File: config.mk
export PLATFORM = sky130hd
export DESIGN_NAME = sram_port_arbiter_flat
export DESIGN_NICKNAME = d
export VERILOG_FILES = /design/src/rtl/sram_arb_pkg.sv /design/src/rtl/sram_port_arbiter_if.sv /design/src/rtl/rr_arbiter.sv /design/src/rtl/sram_port_arbiter.sv /design/src/flat_wrapper.sv
export SDC_FILE = /design/constraint.sdc
export NUM_CORES = 1
export LEC_CHECK = 0
export ABC_CLOCK_PERIOD_IN_PS = 5400
export BUFFER_PORTS_ARGS = -buffer_cell sky130_fd_sc_hd__buf_2
export CAP_MARGIN = 30
export CORE_AREA = 5 5 163 165
export CTS_CLUSTER_DIAMETER = 60
export DETAILED_ROUTE_END_ITERATION = 6
export DIE_AREA = 0 0 168 170
export PLACE_DENSITY_LB_ADDON = 0.2
export SYNTH_ARGS = -nofsm -noshare
export SYNTH_HDL_FRONTEND = slang
export SYNTH_SLANG_ARGS = --single-unit
File: constraint.sdc
create_clock -name i_clk -period 5.4 [get_ports i_clk]
set_clock_uncertainty 0.1 [all_clocks]
set_input_delay 0.81 -clock i_clk [delete_from_list [all_inputs] [get_ports i_clk]]
set_output_delay 0.81 -clock i_clk [all_outputs]
set_load 0.01 [all_outputs]
File: src/rtl/sram_arb_pkg.sv
// Shared types and constants for the dual-port SRAM arbiter.
package sram_arb_pkg;

  localparam int unsigned AW_DEF   = 14;
  localparam int unsigned NREQ_DEF = 3;
  localparam int unsigned DW       = 32;
  localparam int unsigned BW       = 4;

  // Requester index that port B's round-robin pointer holds out of reset.
  localparam int unsigned RR_PTR_RST = NREQ_DEF - 1;

  typedef struct packed {
    logic [AW_DEF-1:0] addr;
    logic              wren;
    logic [DW-1:0]     wdata;
    logic [BW-1:0]     bmask;
  } sram_req_t;

  typedef struct packed {
    logic          valid;
    logic [DW-1:0] rdata;
  } sram_rsp_t;

  // Reset pointer for an n-slot arbiter: the last slot, so slot 0 is searched first.
  function automatic int unsigned rr_ptr_rst(input int unsigned n);
    return n - 1;
  endfunction

endpackage

File: src/rtl/sram_port_arbiter_if.sv
// Requester handshake and SRAM macro pins for sram_port_arbiter.
interface sram_port_arbiter_if
  import sram_arb_pkg::*;
#(
  parameter int unsigned NREQ = NREQ_DEF,
  parameter int unsigned AW   = AW_DEF
);

  logic [NREQ-1:0]          i_req_valid;
  logic [NREQ-1:0][AW-1:0]  i_req_addr;
  logic [NREQ-1:0]          i_req_wren;
  logic [NREQ-1:0][DW-1:0]  i_req_wdata;
  logic [NREQ-1:0][BW-1:0]  i_req_bmask;
  logic [NREQ-1:0]          o_req_ready;
  logic [NREQ-1:0]          o_rsp_valid;
  logic [NREQ-1:0][DW-1:0]  o_rsp_rdata;

  logic [AW-1:0]            o_sram_addr_a;
  logic [AW-1:0]            o_sram_addr_b;
  logic [DW-1:0]            o_sram_wdata_a;
  logic [DW-1:0]            o_sram_wdata_b;
  logic [BW-1:0]            o_sram_bmask_a;
  logic [BW-1:0]            o_sram_bmask_b;
  logic                     o_sram_wren_a;
  logic                     o_sram_wren_b;
  logic [DW-1:0]            i_sram_rdata_a;
  logic [DW-1:0]            i_sram_rdata_b;

  modport slave (
    input  i_req_valid, i_req_addr, i_req_wren, i_req_wdata, i_req_bmask,
    input  i_sram_rdata_a, i_sram_rdata_b,
    output o_req_ready, o_rsp_valid, o_rsp_rdata,
    output o_sram_addr_a, o_sram_addr_b, o_sram_wdata_a, o_sram_wdata_b,
    output o_sram_bmask_a, o_sram_bmask_b, o_sram_wren_a, o_sram_wren_b
  );

  modport master (
    output i_req_valid, i_req_addr, i_req_wren, i_req_wdata, i_req_bmask,
    output i_sram_rdata_a, i_sram_rdata_b,
    input  o_req_ready, o_rsp_valid, o_rsp_rdata,
    input  o_sram_addr_a, o_sram_addr_b, o_sram_wdata_a, o_sram_wdata_b,
    input  o_sram_bmask_a, o_sram_bmask_b, o_sram_wren_a, o_sram_wren_b
  );

endinterface

File: src/rtl/rr_arbiter.sv
// N-slot one-hot arbiter for port B. Round-robin when SRAM_ARB_RR_EN is
// defined, otherwise fixed priority (slot 0 highest) with no pointer state.
module rr_arbiter
  import sram_arb_pkg::*;
#(
  parameter  int unsigned N  = 2,
  localparam int unsigned XW = (N > 1) ? $clog2(N) : 1
) (
  input  logic          i_clk,
  input  logic          i_reset,
  input  logic [N-1:0]  req,
  input  logic          advance,
  output logic [N-1:0]  grant,
  output logic [XW-1:0] index
);

`ifdef SRAM_ARB_RR_EN
  logic [XW-1:0] rr_ptr;

  // Pointer moves to the winner only when the grant is actually taken.
  always_ff @(posedge i_clk or posedge i_reset) begin
    if (i_reset)      rr_ptr <= XW'(rr_ptr_rst(N));
    else if (advance) rr_ptr <= index;
  end

  // Search starts one past the pointer and wraps.
  always_comb begin
    logic [XW:0] j;
    grant = '0;
    index = '0;
    j     = '0;
    for (int unsigned k = 1; k <= N; k++) begin
      j = {1'b0, rr_ptr} + (XW+1)'(k);
      if (j >= (XW+1)'(N)) j = j - (XW+1)'(N);
      if (grant == '0 && req[j[XW-1:0]]) begin
        grant[j[XW-1:0]] = 1'b1;
        index            = j[XW-1:0];
      end
    end
  end
`else
  logic unused_ok;
  assign unused_ok = &{1'b0, i_clk, i_reset, advance};

  // Lowest slot wins.
  always_comb begin
    grant = '0;
    index = '0;
    for (int unsigned k = 0; k < N; k++) begin
      if (grant == '0 && req[XW'(k)]) begin
        grant[XW'(k)] = 1'b1;
        index         = XW'(k);
      end
    end
  end
`endif

endmodule

File: src/rtl/sram_port_arbiter.sv
// Dual-port data SRAM arbiter: port A dedicated to requester 0, port B shared
// by requesters 1..NREQ-1, one-cycle read responses routed to the issuer.
// Build option: SRAM_ARB_RR_EN selects round-robin (else fixed priority) on port B.
module sram_port_arbiter
  import sram_arb_pkg::*;
#(
  parameter  int unsigned AW   = AW_DEF,
  parameter  int unsigned NREQ = NREQ_DEF,
  localparam int unsigned IW   = $clog2(NREQ),
  localparam int unsigned NB   = NREQ - 1,
  localparam int unsigned XW   = (NB > 1) ? $clog2(NB) : 1
) (
  input  logic                i_clk,
  input  logic                i_reset,
  sram_port_arbiter_if.slave  bus
);

  sram_req_t       req [NREQ];
  sram_rsp_t       rsp [NREQ];
  logic [NB-1:0]   b_grant;
  logic [XW-1:0]   b_idx;
  logic [IW-1:0]   b_win;
  logic            acc_a;
  logic            acc_b;
  logic            collide;
  logic            pend_a;
  logic            pend_b;
  logic [IW-1:0]   own_b;

  // Unpack requester bus into request structs.
  always_comb begin
    for (int unsigned i = 0; i < NREQ; i++) begin
      req[i].addr  = AW_DEF'(bus.i_req_addr[IW'(i)]);
      req[i].wren  = bus.i_req_wren[IW'(i)];
      req[i].wdata = bus.i_req_wdata[IW'(i)];
      req[i].bmask = bus.i_req_bmask[IW'(i)];
    end
  end

  rr_arbiter #(.N(NB)) u_rr (
    .i_clk   (i_clk),
    .i_reset (i_reset),
    .req     (bus.i_req_valid[NREQ-1:1]),
    .advance (acc_b),
    .grant   (b_grant),
    .index   (b_idx)
  );

  assign b_win = IW'(b_idx) + IW'(1);

  // Grants, port-A write vs port-B same-address collision, SRAM pin muxing.
  always_comb begin
    bus.o_req_ready    = '0;
    bus.o_sram_addr_a  = '0;
    bus.o_sram_wdata_a = '0;
    bus.o_sram_bmask_a = '0;
    bus.o_sram_wren_a  = 1'b0;
    bus.o_sram_addr_b  = '0;
    bus.o_sram_wdata_b = '0;
    bus.o_sram_bmask_b = '0;
    bus.o_sram_wren_b  = 1'b0;

    acc_a   = bus.i_req_valid[0] && !i_reset;
    collide = acc_a && req[0].wren && (|b_grant) && (req[b_win].addr == req[0].addr);
    acc_b   = (|b_grant) && !collide && !i_reset;

    if (acc_a) begin
      bus.o_req_ready[0] = 1'b1;
      bus.o_sram_addr_a  = AW'(req[0].addr);
      bus.o_sram_wdata_a = req[0].wdata;
      bus.o_sram_bmask_a = req[0].bmask;
      bus.o_sram_wren_a  = req[0].wren;
    end
    if (acc_b) begin
      bus.o_req_ready[b_win] = 1'b1;
      bus.o_sram_addr_b      = AW'(req[b_win].addr);
      bus.o_sram_wdata_b     = req[b_win].wdata;
      bus.o_sram_bmask_b     = req[b_win].bmask;
      bus.o_sram_wren_b      = req[b_win].wren;
    end
  end

  // Track which requester owns each port's read data next cycle.
  always_ff @(posedge i_clk or posedge i_reset) begin
    if (i_reset) begin
      pend_a <= 1'b0;
      pend_b <= 1'b0;
      own_b  <= '0;
    end else begin
      pend_a <= acc_a && !req[0].wren;
      pend_b <= acc_b && !req[b_win].wren;
      if (acc_b && !req[b_win].wren) own_b <= b_win;
    end
  end

  // Route returned read data to its owner; zero elsewhere.
  always_comb begin
    for (int unsigned i = 0; i < NREQ; i++) begin
      rsp[i] = '0;
      if (i == 0 && pend_a) begin
        rsp[i].valid = 1'b1;
        rsp[i].rdata = bus.i_sram_rdata_a;
      end else if (i != 0 && pend_b && own_b == IW'(i)) begin
        rsp[i].valid = 1'b1;
        rsp[i].rdata = bus.i_sram_rdata_b;
      end
      bus.o_rsp_valid[IW'(i)] = rsp[i].valid;
      bus.o_rsp_rdata[IW'(i)] = rsp[i].rdata;
    end
  end

endmodule

File: src/flat_wrapper.sv
// flat-port wrapper written by rule: the top's interface ports become plain ports
module sram_port_arbiter_flat import sram_arb_pkg::*;
#(
  parameter  int unsigned AW   = AW_DEF,
  parameter  int unsigned NREQ = NREQ_DEF,
  localparam int unsigned IW   = $clog2(NREQ),
  localparam int unsigned NB   = NREQ - 1,
  localparam int unsigned XW   = (NB > 1) ? $clog2(NB) : 1
)
  (i_clk, i_reset, bus_i_req_valid, bus_i_req_addr, bus_i_req_wren, bus_i_req_wdata, bus_i_req_bmask, bus_i_sram_rdata_a, bus_i_sram_rdata_b, bus_o_req_ready, bus_o_rsp_valid, bus_o_rsp_rdata, bus_o_sram_addr_a, bus_o_sram_addr_b, bus_o_sram_wdata_a, bus_o_sram_wdata_b, bus_o_sram_bmask_a, bus_o_sram_bmask_b, bus_o_sram_wren_a, bus_o_sram_wren_b);
  sram_port_arbiter_if #(.NREQ(NREQ), .AW(AW)) bus_i ();
  input  logic i_clk;
  input  logic i_reset;
  input wire logic [$bits(bus_i.i_req_valid)-1:0] bus_i_req_valid;
  input wire logic [$bits(bus_i.i_req_addr)-1:0] bus_i_req_addr;
  input wire logic [$bits(bus_i.i_req_wren)-1:0] bus_i_req_wren;
  input wire logic [$bits(bus_i.i_req_wdata)-1:0] bus_i_req_wdata;
  input wire logic [$bits(bus_i.i_req_bmask)-1:0] bus_i_req_bmask;
  input wire logic [$bits(bus_i.i_sram_rdata_a)-1:0] bus_i_sram_rdata_a;
  input wire logic [$bits(bus_i.i_sram_rdata_b)-1:0] bus_i_sram_rdata_b;
  output wire logic [$bits(bus_i.o_req_ready)-1:0] bus_o_req_ready;
  output wire logic [$bits(bus_i.o_rsp_valid)-1:0] bus_o_rsp_valid;
  output wire logic [$bits(bus_i.o_rsp_rdata)-1:0] bus_o_rsp_rdata;
  output wire logic [$bits(bus_i.o_sram_addr_a)-1:0] bus_o_sram_addr_a;
  output wire logic [$bits(bus_i.o_sram_addr_b)-1:0] bus_o_sram_addr_b;
  output wire logic [$bits(bus_i.o_sram_wdata_a)-1:0] bus_o_sram_wdata_a;
  output wire logic [$bits(bus_i.o_sram_wdata_b)-1:0] bus_o_sram_wdata_b;
  output wire logic [$bits(bus_i.o_sram_bmask_a)-1:0] bus_o_sram_bmask_a;
  output wire logic [$bits(bus_i.o_sram_bmask_b)-1:0] bus_o_sram_bmask_b;
  output wire logic [$bits(bus_i.o_sram_wren_a)-1:0] bus_o_sram_wren_a;
  output wire logic [$bits(bus_i.o_sram_wren_b)-1:0] bus_o_sram_wren_b;
  assign bus_i.i_req_valid = bus_i_req_valid;
  assign bus_i.i_req_addr = bus_i_req_addr;
  assign bus_i.i_req_wren = bus_i_req_wren;
  assign bus_i.i_req_wdata = bus_i_req_wdata;
  assign bus_i.i_req_bmask = bus_i_req_bmask;
  assign bus_i.i_sram_rdata_a = bus_i_sram_rdata_a;
  assign bus_i.i_sram_rdata_b = bus_i_sram_rdata_b;
  assign bus_o_req_ready = bus_i.o_req_ready;
  assign bus_o_rsp_valid = bus_i.o_rsp_valid;
  assign bus_o_rsp_rdata = bus_i.o_rsp_rdata;
  assign bus_o_sram_addr_a = bus_i.o_sram_addr_a;
  assign bus_o_sram_addr_b = bus_i.o_sram_addr_b;
  assign bus_o_sram_wdata_a = bus_i.o_sram_wdata_a;
  assign bus_o_sram_wdata_b = bus_i.o_sram_wdata_b;
  assign bus_o_sram_bmask_a = bus_i.o_sram_bmask_a;
  assign bus_o_sram_bmask_b = bus_i.o_sram_bmask_b;
  assign bus_o_sram_wren_a = bus_i.o_sram_wren_a;
  assign bus_o_sram_wren_b = bus_i.o_sram_wren_b;
  sram_port_arbiter #(.AW(AW), .NREQ(NREQ)) u_core (.i_clk(i_clk), .i_reset(i_reset), .bus(bus_i));
endmodule
Yosys cells after proc, flatten, opt, wreduce, memory -nomap -nowiden
Index checks and enable logic that the tools add are counted.

Bits in writable memories: 0. Latch bits: 0. Logic and storage cells: 50. Bits in read-only memories: 0. Memories: 0. Bits in registers: 4.

Divide/modulo/power cells: 0. Equal/unequal tests: 3. Add/sub/neg operators: 1. Shifts and indexed selects: 0. Multiplexer cells: 20. $mul: 0. Order comparisons: 3. Bitwise operators: 3. Reductions and logical operators: 17.

Operator list (number): $bmux 51 s2 (1); $mux 51 (2); $mux 33 (3); $mux 32 (2); $mux 14 (2); $eq 14x14->1 (1); $logic_and 1x1->1 (12); $mux 4 (2); $mux 1 (6); $logic_not 1->1 (4); $ge 3x3->1 const B (1); $lt 2x3->1 const B (1); $mux 3 (1); $not 2->3 (1); $or 1x3->3 (1); $add 1x1->2 const B (1); $demux 1 s2 (1); $eq 2x1->1 const B (1); $eq 2x2->1 const B (1); $ge 2x1->1 const B (1); $reduce_or 2->1 (1); $not 1->1 (1).

Logic depth before layout (Yosys ltp)
Gate-level depths: netlist of the first run.

Word-level depth: 15. Depth in mapped cells: 8.

Modules after synthesis
From an unflattened synthesis of the first run, not the netlist that was laid out.

Cells, all modules: 322. Area total of the unflattened synthesis: 2180.8 um^2.

By module, submodules not included: sram_port_arbiter (instances 1, area an instance 2152.1 um^2, cells each 319, seq. area each 100.1 um^2); rr_arbiter (instances 1, area an instance 28.8 um^2, cells each 3, seq. area each 0.0 um^2).

Least setup slack after synthesis of the first run
No wires, ideal clock.

Kind: in2out. Start: in bus_i_req_addr[2]. End: out bus_o_sram_bmask_b[0]. Buffers on the path: 1. Stages: 7. Data required time: 4.490 ns. Arrival: 2.524 ns. Slack: 1.966 ns. Cells stage by stage: nor2b_4 > or3_1 > a221oi_2 > o211ai_2 > o41ai_4 > buf_6 > nor2_2.

Longest elaborated chain between the ends: 9.

RTL lines: start, declared (RTL line flat_wrapper.sv:15) `input wire logic [$bits(bus_i.i_req_addr)-1:0] bus_i_req_addr;`; $bmux 51 s2 (RTL line sram_port_arbiter.sv:64) `collide = acc_a && req[0].wren && (|b_grant) && (req[b_win].addr == req[0].addr);`; $mux 51 (implied by the code) (2 in a row) (RTL line sram_port_arbiter.sv:64); $eq 14x14->1 (*) (RTL line sram_port_arbiter.sv:64); $logic_and 1x1->1 (*) (RTL line sram_port_arbiter.sv:64); $logic_not 1->1 (*) (RTL line sram_port_arbiter.sv:65) `acc_b = (|b_grant) && !collide && !i_reset;`; $logic_and 1x1->1 (*) (2 in a row) (RTL line sram_port_arbiter.sv:65); $mux 4 (*) (RTL line sram_port_arbiter.sv:74) `if (acc_b) begin`; end, declared (RTL line flat_wrapper.sv:29) `output wire logic [$bits(bus_i.o_sram_bmask_b)-1:0] bus_o_sram_bmask_b;`.

Mark *: on every way between the ends. The rest lies on a longest branch, timed or not. The select of a mux whose other input is x is not followed.

Final worst setup path of the first run
Start: in bus_i_req_valid[1]. End: out bus_o_sram_wdata_b[27].

Longest elaborated chain between the ends: 15.

RTL lines: start, declared (RTL line flat_wrapper.sv:14) `input wire logic [$bits(bus_i.i_req_valid)-1:0] bus_i_req_valid;`; $mux 1 (*) (RTL line rr_arbiter.sv:50) `if (grant == '0 && req[XW'(k)]) begin`; $not 1->1 (RTL line rr_arbiter.sv:50); $logic_and 1x1->1 (RTL line rr_arbiter.sv:50); $mux 1 (RTL line rr_arbiter.sv:50); $add 1x1->2 (RTL line sram_port_arbiter.sv:49) `assign b_win = IW'(b_idx) + IW'(1);`; $not 2->3 (implied by the code) (RTL line sram_port_arbiter.sv:64, sram_port_arbiter.sv:77); $bmux 51 s2 (RTL line sram_port_arbiter.sv:64, sram_port_arbiter.sv:77); $mux 51 (implied by the code) (2 in a row) (RTL line sram_port_arbiter.sv:64); $eq 14x14->1 (RTL line sram_port_arbiter.sv:64); $logic_and 1x1->1 (RTL line sram_port_arbiter.sv:64); $logic_not 1->1 (RTL line sram_port_arbiter.sv:65); $logic_and 1x1->1 (2 in a row) (RTL line sram_port_arbiter.sv:65); $mux 32 (*) (RTL line sram_port_arbiter.sv:74); end, declared (RTL line flat_wrapper.sv:27) `output wire logic [$bits(bus_i.o_sram_wdata_b)-1:0] bus_o_sram_wdata_b;`.

Marks and branches as above.

==> results of run 1 <==
-- stage by stage --
stage | hold WS [ns] | total power (uW) | util (%)
3_5_place_dp | 0.447 | 367 | 19.8
3_3_place_gp | 0.434 | 369 | 19.8
5_1_grt | 0.480 | 518 | 20.2
6_report | 0.454 | 478 | 20.2
4_1_cts | 0.454 | 487 | 20.1
2_1_floorplan | 0.397 | 192 | -
-- cells in the final DEF (no fill, tap or decap), types with 2 or more instances in the layout --
cell type,instances
a2111oi_0,2
a21oi_1,4
a221oi_1,2
a22oi_1,49
and2_1,147
and3_1,3
buf_2,425
buf_4,3
clkbuf_16,3
dfrtp_1,4
diode_2,2
inv_1,13
nand2_1,6
nand2b_1,2
nor2_1,7
nor2_2,51
nor2b_1,2
nor2b_4,2
nor3_1,3
nor4_1,2
o211a_1,2
o211ai_1,2
o22ai_1,3
o31ai_1,2
o41ai_1,2
xnor2_1,2
xor2_1,11
-- cell type report --
class / count / area share, %
timing repair buffer: 430 / 43.7
multi-input combinational: 324 / 43.6
tap: 330 / 8.21
sequential: 4 / 1.99
clock buffer: 3 / 1.49
inverter: 13 / 0.970
antenna: 2 / 0.0995
-- worst max-delay path, delay by kind of cell --
kind | cells | cell delay [ns]
buffers and inverters | 3 | 0.87
AOI/OAI and AO/OA | 3 | 0.90
and+or+nand+nor | 3 | 0.83
-- state kept, by name (all words and copies together) (netlist names) --
| register | cells |
|---|---|
| u_core.own_b | 2 |
| u_core.pend_a | 1 |
| u_core.pend_b | 1 |
-- path summary, 6_finish.rpt --
kind	from	to	slack, ns	cells after the start
setup / recovery	bus_i_req_valid[1]	bus_o_sram_wdata_b[27]	1.0	9
hold / removal	u_core.own_b[1]$_DFFE_PP0P_	u_core.own_b[1]$_DFFE_PP0P_	0.45	2
setup reg to reg	u_core.own_b[0]$_DFFE_PP0P_	u_core.own_b[0]$_DFFE_PP0P_	4.58	2
hold reg to reg	u_core.own_b[1]$_DFFE_PP0P_	u_core.own_b[1]$_DFFE_PP0P_	0.45	2
max in group asynchronous	i_reset	u_core.pend_a$_DFF_PP0_	4.50	2
min in group asynchronous	i_reset	u_core.own_b[0]$_DFFE_PP0P_	0.49	2
-- routing by layer --
layer | share of wire [%] | vias to the layer above
met2 | 53 | 207
li1 | - | 2062
met4 | 1.1 | 0
met1 | 39 | 1821
met3 | 7.6 | 6
met5 | 0 | -
-- kinds of logic (layout without fill, tap and decap cells) --
logic type                count (synthesis)  after routing
muxes                                     1              1
and+or+nand+nor                         234            234
DFF                                       4              4
xor gates and xnor gates                 13             13
other                                     0              2
AOI/OAI and AO/OA                        76             76
buffers and inverters                    47            446
-- cell usage after synthesis (2+ instances only) --
cell and n:
nor4_1 2, nor3_1 3, clkbuf_1 24, o211ai_1 2, nor2_1 7, nand2_1 6, o41ai_1 2, buf_6 6
dfrtp_1 4, o22ai_1 3, xor2_1 11, buf_4 2, xnor2_1 2, and3_1 3, o211a_1 2, a2111oi_0 2
nand2b_1 2, and2_1 147, a22oi_1 49, a21oi_1 4, buf_2 2, a221oi_1 2, nor2_2 51, o31ai_1 2
inv_1 13, nor2b_1 4
-- power by group through the flow --
stage,Sequential (uW),Combinational [uW],Clock (uW)
final,37.3,326,115
after global routing,38.2,360,120
after CTS,37.4,331,118
after detailed placement,37.8,329,0
after global placement,37.7,331,0
after floorplan,35.2,157,0
==> results.md, run 1 <==
- Hold Crit Class: reg2reg
- WP data arrival: around 3.5 ns
- RSZ-0062 raised after global routing: no
- Vias in the first global route: a little over 4k
- Final #Nets: 998
- CP most frequent cell: buf_2
- DR iter-0 viols: between 100 and 150
- Clock transition at the registers of the reported paths: 0.03 ns
- Tmin final: 4.40 ns
- Layout cells sized above 1: 64.1%
- Slowest-stage cell, CP: o41ai_4
- Root Buffer: clkbuf_16
- Synth cell types: 44
- Clock sink count: 4
- H-tree depth: 1
- Busiest grt layer: met2
- Pre-antenna DRT Iters: 4
- Mapped Cells: 375
- CP Capture Type: output port
- Post-CTS Setup Bufs: 0
- Via density: between 3 and 4
- Final HPWL DP: 14.9 mm
- Leakage: approximately 0.003 uW
- Die area: 28600 um2
- Final setup fails: 0
- DP Area: 4920 um2
- Largest net degree at the start of global routing: 53
- CTS tree: done
- Core Region: 24900 um2
- Met3 Use GR: 2.23%
- Initial Utilization: 10.1%
- Met1 Track Usage GR: 12.7%
- Final Hold Viols: 0
- P_int: about 280 uW
- Multi-input logic area: 2190 um2
- Detailed-route via count: 4096
- Die Y: roughly 170 um
- Fin crit share: between 80% and 90%
- Slew headroom: between 30% and 40%
- GP Congestion: about 0.86
- Synth Area in Simple Gates: roughly 58%
- DIE WIDTH: 168 um
- Post-Place Setup Slack: 0.985 ns
- Clock latency on the worst-skew pair: 0.22 ns
- Total GRT Usage: a little over a tenth
- Synthesized area per cell: approximately 6.7 um2
- Yosys warns: 0
- Share of power burned in registers: 7.8%
- Detailed Route WL: 17.3 mm
- Num rows: between 50 and 60
- Routed wire length per instance: about 16 um
- Worst slew pin tran: 0.978 ns
- Initial antenna violation count: 2
- Max Clk Rate: 227 MHz
- Count of input and output buffers: 425
- Xor/xnor share of the synthesized area: 4.53%
- Slew Limit Fails: 0
- Number of synthesized flops with an enable pin: 0
- Flops & latches, synth: 4
- Peak VDD IR: approximately 0.055 mV
- Critical path peak fanout: 49
- # DRC: 0
- Clk pwr share: 24.1%
- Worst path max stage delay: around 0.55 ns
- Top_reg_cell synth: dfrtp_1
- Final setup margin: 0.997 ns
- Synth area leaders: and2_1, a22oi_1, nor2_2
- Inserted Clock Buffers: 3
- Complex-gate fraction of the synthesized area: 24.3%
- Pwr/cell area: between 90 and 100 nW/um2
- Grt ovf: 0
- Antenna viol nets, final: 0
- Share of the synthesized area in the top cell type: 36.6%
- FILL cells: between 2k and 3k
- Mux cell area share after synthesis: less than 1%
- Cts repair resizes: 0
- GR Layer Usage met2: 20.6%
- Mapped Nets: a little under 600
- Max clock buf depth: 2
- Layout Cells excl Fill: 1106
- Final Cell Area: 5030 um2
- First-pass GRT wire length: about 25 mm
- Placed insts: 1100
- Adder-Cell Fraction of Synth Area: 0%
- Setup TNS: 0 ns
- Required @ worst endpoint: 4.49 ns
- Post-synth ARST share: 100%
- Cts hold-fix bufs: 0
- Area leader, netlist: and2_1
- Sequential area share after synthesis: 3.98%
- Mapped Area: between 2000 and 3000 um2
- Max cap viols: 0
- Largest family of logic cells by synthesized area: simple AND/OR/NAND/NOR gates
- Ports: 426
- Switching power total: 198 uW
- Critical setup path kind: in2out
- CP Cell Sequence: buf_2 -> nand2b_1 -> o21ai_1 -> nor4_1 -> o22ai_1 -> o41ai_4 -> buf_12 -> nor2_2 -> buf_2
- Status: finished, final reports clean
- Net Sw Frac: 41.3%
- Combinational fraction of design power: 68.1%
- CP startpoint kind: primary input
- FF/Latch Area: 100 um2
- Area Growth Syn to Fin: 100%
No activity file was read; power rests on OpenSTA's default activity.
==> inputs of run 2 (changes only) <==
- ABC_AREA: default -> 1
- ABC_CLOCK_PERIOD_IN_PS: 5400 -> 3600
- clock period: 5.4 -> 3.6 ns (I/O delays scaled with it)
==> run 2 against run 1 <==
Net effect: final cell count is 18% higher; sequential share of layout area hardly changed; synthesized cell count is 52% higher; non-clock buffer count is 6 higher; first-iteration DRC count is 2.4% higher; critical path type unchanged; highest routed layer is now met5; via count is 16% higher.
==> results.md, run 2 <==
- CP most frequent cell: nand2_1
- Initial Utilization: 9.56% (-0.53 points)
- FF-to-FF End: u_core.own_b[1]$_DFFE_PP0P_
- Num rows: 58 (unchanged)
- Detailed-route via count: 4731 (+16%)
- Slew headroom: 64.2% (+29 points)
- Area Growth Syn to Fin: 109%
- Cts repair resizes: 0 (unchanged)
- WP data arrival: 2.50 ns (-0.99 ns)
- Inserted Clock Buffers: 3 (unchanged)
- Cts hold-fix bufs: 0 (unchanged)
- Max clock buf depth: 2 (unchanged)
- Peak VDD IR: 0.0797 mV (+45%)
- Commonest cells after routing, fill and taps aside: buf_2, nand2_1, inv_1, nor2_1, a21oi_1
- Slew Limit Fails: 0 (unchanged)
- GP Congestion: 0.905 (+5.9%)
- Largest Register: u_core.own_b
- Critical setup path kind: in2out
- Synthesized area per cell: 4.18 um2 (-38%)
- Sequential area share after synthesis: 4.21% (+0.22 points)
- DR iter-0 viols: 127 (+2.4%)
- Final Hold Viols: 0 (unchanged)
- Max cap viols: 0 (unchanged)
- Die Y: 170 um (unchanged)
- Clock transition at the registers of the reported paths: 0.03 ns (about the same)
- Flops & latches, synth: 4 (unchanged)
- Via density: 3.63 (-2.0%)
- Count of input and output buffers: 425 (unchanged)
- Largest net degree at the start of global routing: 53 (unchanged)
- Initial antenna violation count: 1 (-1)
- RR Startpoint: u_core.own_b[1]$_DFFE_PP0P_
- Final setup margin: 0.460 ns (-0.536 ns)
- Post-CTS Setup Bufs: 0 (unchanged)
- Clock latency on the worst-skew pair: 0.22 ns (about the same)
- Post-synth ARST share: 100% (unchanged)
- Largest registers: u_core.own_b x2, u_core.pend_a x1, u_core.pend_b x1
- Vias in the first global route: 4783 (+15%)
- Routed wire length per instance: 13.3 um (-15%)
- Number of flip-flops under the largest register name: 2 (unchanged)
- Leakage: 0.00380 uW (+27%)
- Worst slew pin tran: 0.537 ns (-0.441 ns)
- CTS tree: done
- Worst r2r path cells: 2 (unchanged)
- CP startpoint kind: primary input
- Pwr Total: 719 uW (+50%)
- Layout cells sized above 1: 45.6% (-18 points)
- Detailed Route WL: 17.4 mm (+0.40%)
- Pwr/cell area: 144 nW/um2 (+52%)
- Hold Crit Class: in2async
- Root Buffer: clkbuf_16
- Required @ worst endpoint: 2.96 ns (-1.53 ns)
- Share of the synthesized area in the top cell type: 26.3% (-10 points)
- Top_reg_cell synth: dfrtp_1
- Mapped Area: 2380 um2 (-5.3%)
- Post-Place Setup Slack: 0.385 ns (-0.600 ns)
- Final #Nets: 1198 (+20%)
- Total GRT Usage: 10.8% (-0.086 points)
- Yosys warns: 0 (unchanged)
- Mapped Nets: 791 (+32%)
- Antenna viol nets, final: 0 (unchanged)
- First-pass GRT wire length: 25.2 mm (+2.2%)
- Max Clk Rate: 319 MHz
- Final setup fails: 0 (unchanged)
- Commonest non-fill, non-tap cell in the layout: buf_2
- RSZ-0062 raised after global routing: no
- DIE WIDTH: 168 um (unchanged)
- Mapped Cells: 569 (+52%)
- Synth cell types: 14 (-68%)
- # DRC: 0 (unchanged)
- Slowest-stage cell, CP: nand2_2
- Final HPWL DP: 15.3 mm (+2.6%)
- Number of synthesized flops with an enable pin: 0 (unchanged)
- R2R Setup Slk: 2.87 ns (-1.71 ns)
- Critical path peak fanout: 32 (-35%)
- Worst path max stage delay: 0.29 ns (-0.26 ns)
- Status: finished, final reports clean
- Pre-antenna DRT Iters: 5 (+1)
- Number of diodes: 0 (-2)
- Clock sink count: 4 (unchanged)
- H-tree depth: 1 (unchanged)
- Grt ovf: 0 (unchanged)
- CP Capture Type: output port
- Core Region: 24900 um2 (unchanged)
- CP Cell Sequence: buf_2 -> nand2_2 -> nand2_1 -> nand2_1 -> nand2_1 -> nand2_1 -> nor2_1 -> nand2_1 -> nor2_1 -> nand2_1 -> nand2_2 -> buf_12 -> a21oi_1 -> buf_2
- Setup TNS: 0 ns (unchanged)
- Most numerous cell in the Yosys netlist: nand2_1
- Commonest cells post-synth: nand2_1, inv_1, nor2_1
- Die area: 28600 um2 (unchanged)
- Tmin final: 3.14 ns
- Synth area leaders: nand2_1, inv_1, nor2_1
- Ports: 426 (unchanged)
- Fin crit share: between 80% and 90%
- Area leader, netlist: nand2_1
## run 2: logic make-up after synthesis
group	count (synthesis)	share of synthesized area (%)
and+or+nand+nor	345	56.9
buffers and inverters	172	28.8
DFF	4	4.21
AOI/OAI and AO/OA	48	10.1
## run 2: worst max-delay path: cells and delay by family
family | cells | cell delay [ns]
AND/OR/NAND/NOR | 10 | 1.34
buffers and inverters | 3 | 0.54
AO/OA/AOI/OAI | 1 | 0.06
## run 2: report_power, final
group | switching (uW) | total, uW | internal, uW
Combinational | 277 | 491 | 214
Sequential | 4.55 | 54.7 | 50.2
Clock | 30.9 | 173 | 142
## run 2: stage by stage
| step | std cells | util, % | area, um2 | hold slack (ns) |
|---|---|---|---|---|
| 2_1_floorplan | 569 | - | 2380 | 0.214 |
| 3_3_place_gp | 1299 | 19.5 | 4850 | 0.384 |
| 3_5_place_dp | 1301 | 19.7 | 4910 | 0.374 |
| 4_1_cts | 1304 | 20.0 | 4980 | 0.197 |
| 5_1_grt | 1304 | 20.0 | 4980 | 0.205 |
| 6_report | 1304 | 20.0 | 4980 | 0.183 |
## run 2: worst max-delay path by stage
stage	endpoint	slack [ns]	startpoint
CTS	bus_o_sram_wdata_b[24]	0.38	bus_i_req_valid[1]
floorplan	bus_o_sram_bmask_b[0]	1.12	bus_i_req_valid[2]
detailed placement	bus_o_sram_wdata_b[24]	0.39	bus_i_req_valid[1]
finish	bus_o_sram_wdata_b[24]	0.46	bus_i_req_valid[2]
global placement	bus_o_req_ready[1]	0.41	bus_i_req_valid[1]
global route	bus_o_sram_wdata_b[19]	0.16	bus_i_req_valid[1]
## run 2: layout make-up
class	count	area, um2
fillers	3006	19900
repair buffers	436	2270
multi-input cells	393	1600
inverters	138	518
well taps	330	413
flip-flops and latches	4	100
clock buffers	3	75.1
## run 2: layer usage
metal | global-route usage [%] | wire [um]
met5 | 0 | 13
met4 | 2.61 | 359
met3 | 2.32 | 1550
met2 | 22.0 | 9250
met1 | 11.2 | 6230
==> inputs of run 3 (changes only) <==
- ABC_CLOCK_PERIOD_IN_PS: 3600 -> 3700
- clock period: 3.6 -> 3.7 ns (I/O delays scaled with it)
==> run 3 against run 2 <==
Net effect: final cell count about the same; largest power group unchanged; critical path type unchanged; setup slack better by 0.012 ns; count of clock-buffer cells in the layout unchanged; total power down 2.5%; hold slack worse by 0.0090 ns; non-clock buffer count down 1; routed wire length about the same; first-iteration DRC count up 51%; sequential share of layout area about the same; via count down 0.19%.
==> results.md, run 3 (synthesis gave the netlist of run 2 again) <==
- Clock transition at the registers of the reported paths: 0.03 ns (about the same)
- Max Clk Rate: 310 MHz
- Ports: 426 (unchanged)
- Vias in the first global route: 4698 (-1.8%)
- RSZ-0062 raised after global routing: no
- Top delay family on crit path: simple AND/OR/NAND/NOR gates
- Hold Crit Class: in2async
- Clock sink count: 4 (unchanged)
- Clk pwr share: 24.2% (about the same)
- Area Growth Syn to Fin: 109%
- Largest registers: u_core.own_b x2, u_core.pend_a x1, u_core.pend_b x1
- Cts hold-fix bufs: 0 (unchanged)
- Commonest cells after routing, fill and taps aside: buf_2, nand2_1, inv_1, nor2_1, a21oi_1
- CP most frequent cell: nand2_1
- Initial Utilization: 9.56% (unchanged)
- Slowest-stage cell, CP: nand2_2
- DIE WIDTH: 168 um (unchanged)
- Net Sw Frac: 43.7% (+0.19 points)
- Antenna viol nets, final: 0 (unchanged)
- Inserted Clock Buffers: 3 (unchanged)
- Largest Register: u_core.own_b
- Layout cells sized above 1: 45.5% (-0.056 points)
- Final Hold Viols: 0 (unchanged)
- Die Y: 170 um (unchanged)
- Grt ovf: 0 (unchanged)
- CP Capture Type: output port
- Max cap viols: 0 (unchanged)
- Placed insts: 1300 (-0.077%)
- Root Buffer: clkbuf_16
- CP Buf/Inv Count: 4 (+1)
- Num rows: 58 (unchanged)
- H-tree depth: 1 (unchanged)
- Number of flip-flops under the largest register name: 2 (unchanged)
- Worst hold slack: 0.174 ns (-0.00904 ns)
- Setup TNS: 0 ns (unchanged)
- Worst slew pin tran: 0.538 ns (+0.000852 ns)
- Slew Limit Fails: 0 (unchanged)
- Die area: 28600 um2 (unchanged)
- CTS tree: done
- # DRC: 0 (unchanged)
- Core Region: 24900 um2 (unchanged)
- Pwr/cell area: 141 nW/um2 (-2.4%)
- DP Area: 4900 um2 (-0.15%)
- Final #Nets: 1197 (-0.083%)
- Peak VDD IR: 0.0703 mV (-12%)
- Leakage: 0.00380 uW (-0.12%)
- Final setup fails: 0 (unchanged)
- P_int: 394 uW (-2.8%)
- CP startpoint kind: primary input
- Max clock buf depth: 2 (unchanged)
- Post-CTS Setup Bufs: 0 (unchanged)
- Detailed-route via count: 4722 (-0.19%)
- GP Congestion: 0.899 (-0.63%)
- Switching power total: 306 uW (-2.1%)
- Pre-antenna DRT Iters: 4 (-1)
- Clock latency on the worst-skew pair: 0.23 ns (about the same)
- Commonest non-fill, non-tap cell in the layout: buf_2
- Status: finished, final reports clean
- Detailed Route WL: 17.4 mm (about the same)
- Largest net degree at the start of global routing: 53 (unchanged)
- Worst path max stage delay: 0.39 ns (+0.10 ns)
- Slew headroom: 64.1% (about the same)
- Critical setup path kind: in2out
- Combinational fraction of design power: 68.2% (about the same)
- DR iter-0 viols: 192 (+51%)
- First-pass GRT wire length: 25.3 mm (+0.44%)
- Tmin final: 3.23 ns
- Share of power burned in registers: 7.6% (about the same)
- WP data arrival: 2.57 ns (+0.07 ns)
- Layout Cells excl Fill: 1303 (-0.077%)
- Via density: 3.62 (-0.11%)
- Fin crit share: 87.2%
- CP Cell Sequence: buf_2 -> inv_2 -> nand2_2 -> nand2_1 -> nand3_1 -> nand2_1 -> nor2_1 -> nand2_1 -> nor2_1 -> nand2_1 -> nand2_2 -> buf_12 -> a21oi_1 -> buf_2
- Critical path peak fanout: 33 (+3.1%)
- Initial antenna violation count: 0 (-1)
- Final Cell Area: 4970 um2 (-0.15%)
- Required @ worst endpoint: 3.04 ns (+0.08 ns)
- Cts repair resizes: 0 (unchanged)
- Number of diodes: 0 (unchanged)
- Total GRT Usage: 10.9% (+0.062 points)
- Final HPWL DP: 15.1 mm (-1.5%)
- Routed wire length per instance: 13.4 um (+0.14%)
- Count of input and output buffers: 425 (unchanged)
## run 3: changes by cell type in the layout (fill, tap and decap cells not counted)
cell	previous run	this run
buf_4	7	6
## run 3: worst reg2reg max path, cell delays in order (launching register included)
cell and delay [ns]:
dfrtp_1 0.39, nand2_1 0.08, nand2_1 0.05
## run 3: per-layer routing
layer / global-route usage [%] / wire (um) / vias to the layer above
li1: - / - / 2438
met1: 11.4 / 6210 / 1997
met2: 21.9 / 9190 / 267
met3: 2.35 / 1670 / 20
met4: 2.54 / 341 / 0
met5: 0 / 0 / -
## run 3: final timing paths
kind / from / slack [ns] / depth (start not counted) / endpoint
setup / recovery: bus_i_req_valid[1] / 0.47 / 14 / bus_o_sram_wdata_b[16]
hold / removal: i_reset / 0.17 / 2 / u_core.pend_a$_DFF_PP0_
setup reg to reg: u_core.own_b[1]$_DFFE_PP0P_ / 2.97 / 2 / u_core.own_b[1]$_DFFE_PP0P_
hold reg to reg: u_core.own_b[0]$_DFFE_PP0P_ / 0.37 / 2 / u_core.own_b[0]$_DFFE_PP0P_
max in group asynchronous: i_reset / 3.14 / 2 / u_core.pend_b$_DFF_PP0_
min in group i_clk: u_core.own_b[0]$_DFFE_PP0P_ / 0.37 / 2 / u_core.own_b[0]$_DFFE_PP0P_
## run 3: final cells by class
class	instances	area, um2
Sequential cell	4	100
Clock buffer	3	75.1
Inverter	138	518
Fill cell	2987	19900
Timing Repair Buffer	435	2270
Multi-Input combinational cell	393	1600
Tap cell	330	413
## run 3: stage by stage
step | setup WS, ns | power, uW | util, %
3_5_place_dp | 0.365 | 542 | 19.7
3_3_place_gp | 0.377 | 539 | 19.5
5_1_grt | 0.105 | 774 | 20.0
6_report | 0.473 | 701 | 20.0
4_1_cts | 0.358 | 718 | 20.0
2_1_floorplan | 1.19 | 276 | -
## run 3: power by group through the flow
stage | Clock, uW | Sequential (uW) | Combinational [uW]
after floorplan | 0 | 51.7 | 224
after detailed placement | 0 | 54.1 | 488
after CTS | 174 | 53.7 | 490
final | 169 | 53.5 | 478
after global placement | 0 | 56.5 | 483
after global routing | 178 | 54.6 | 541
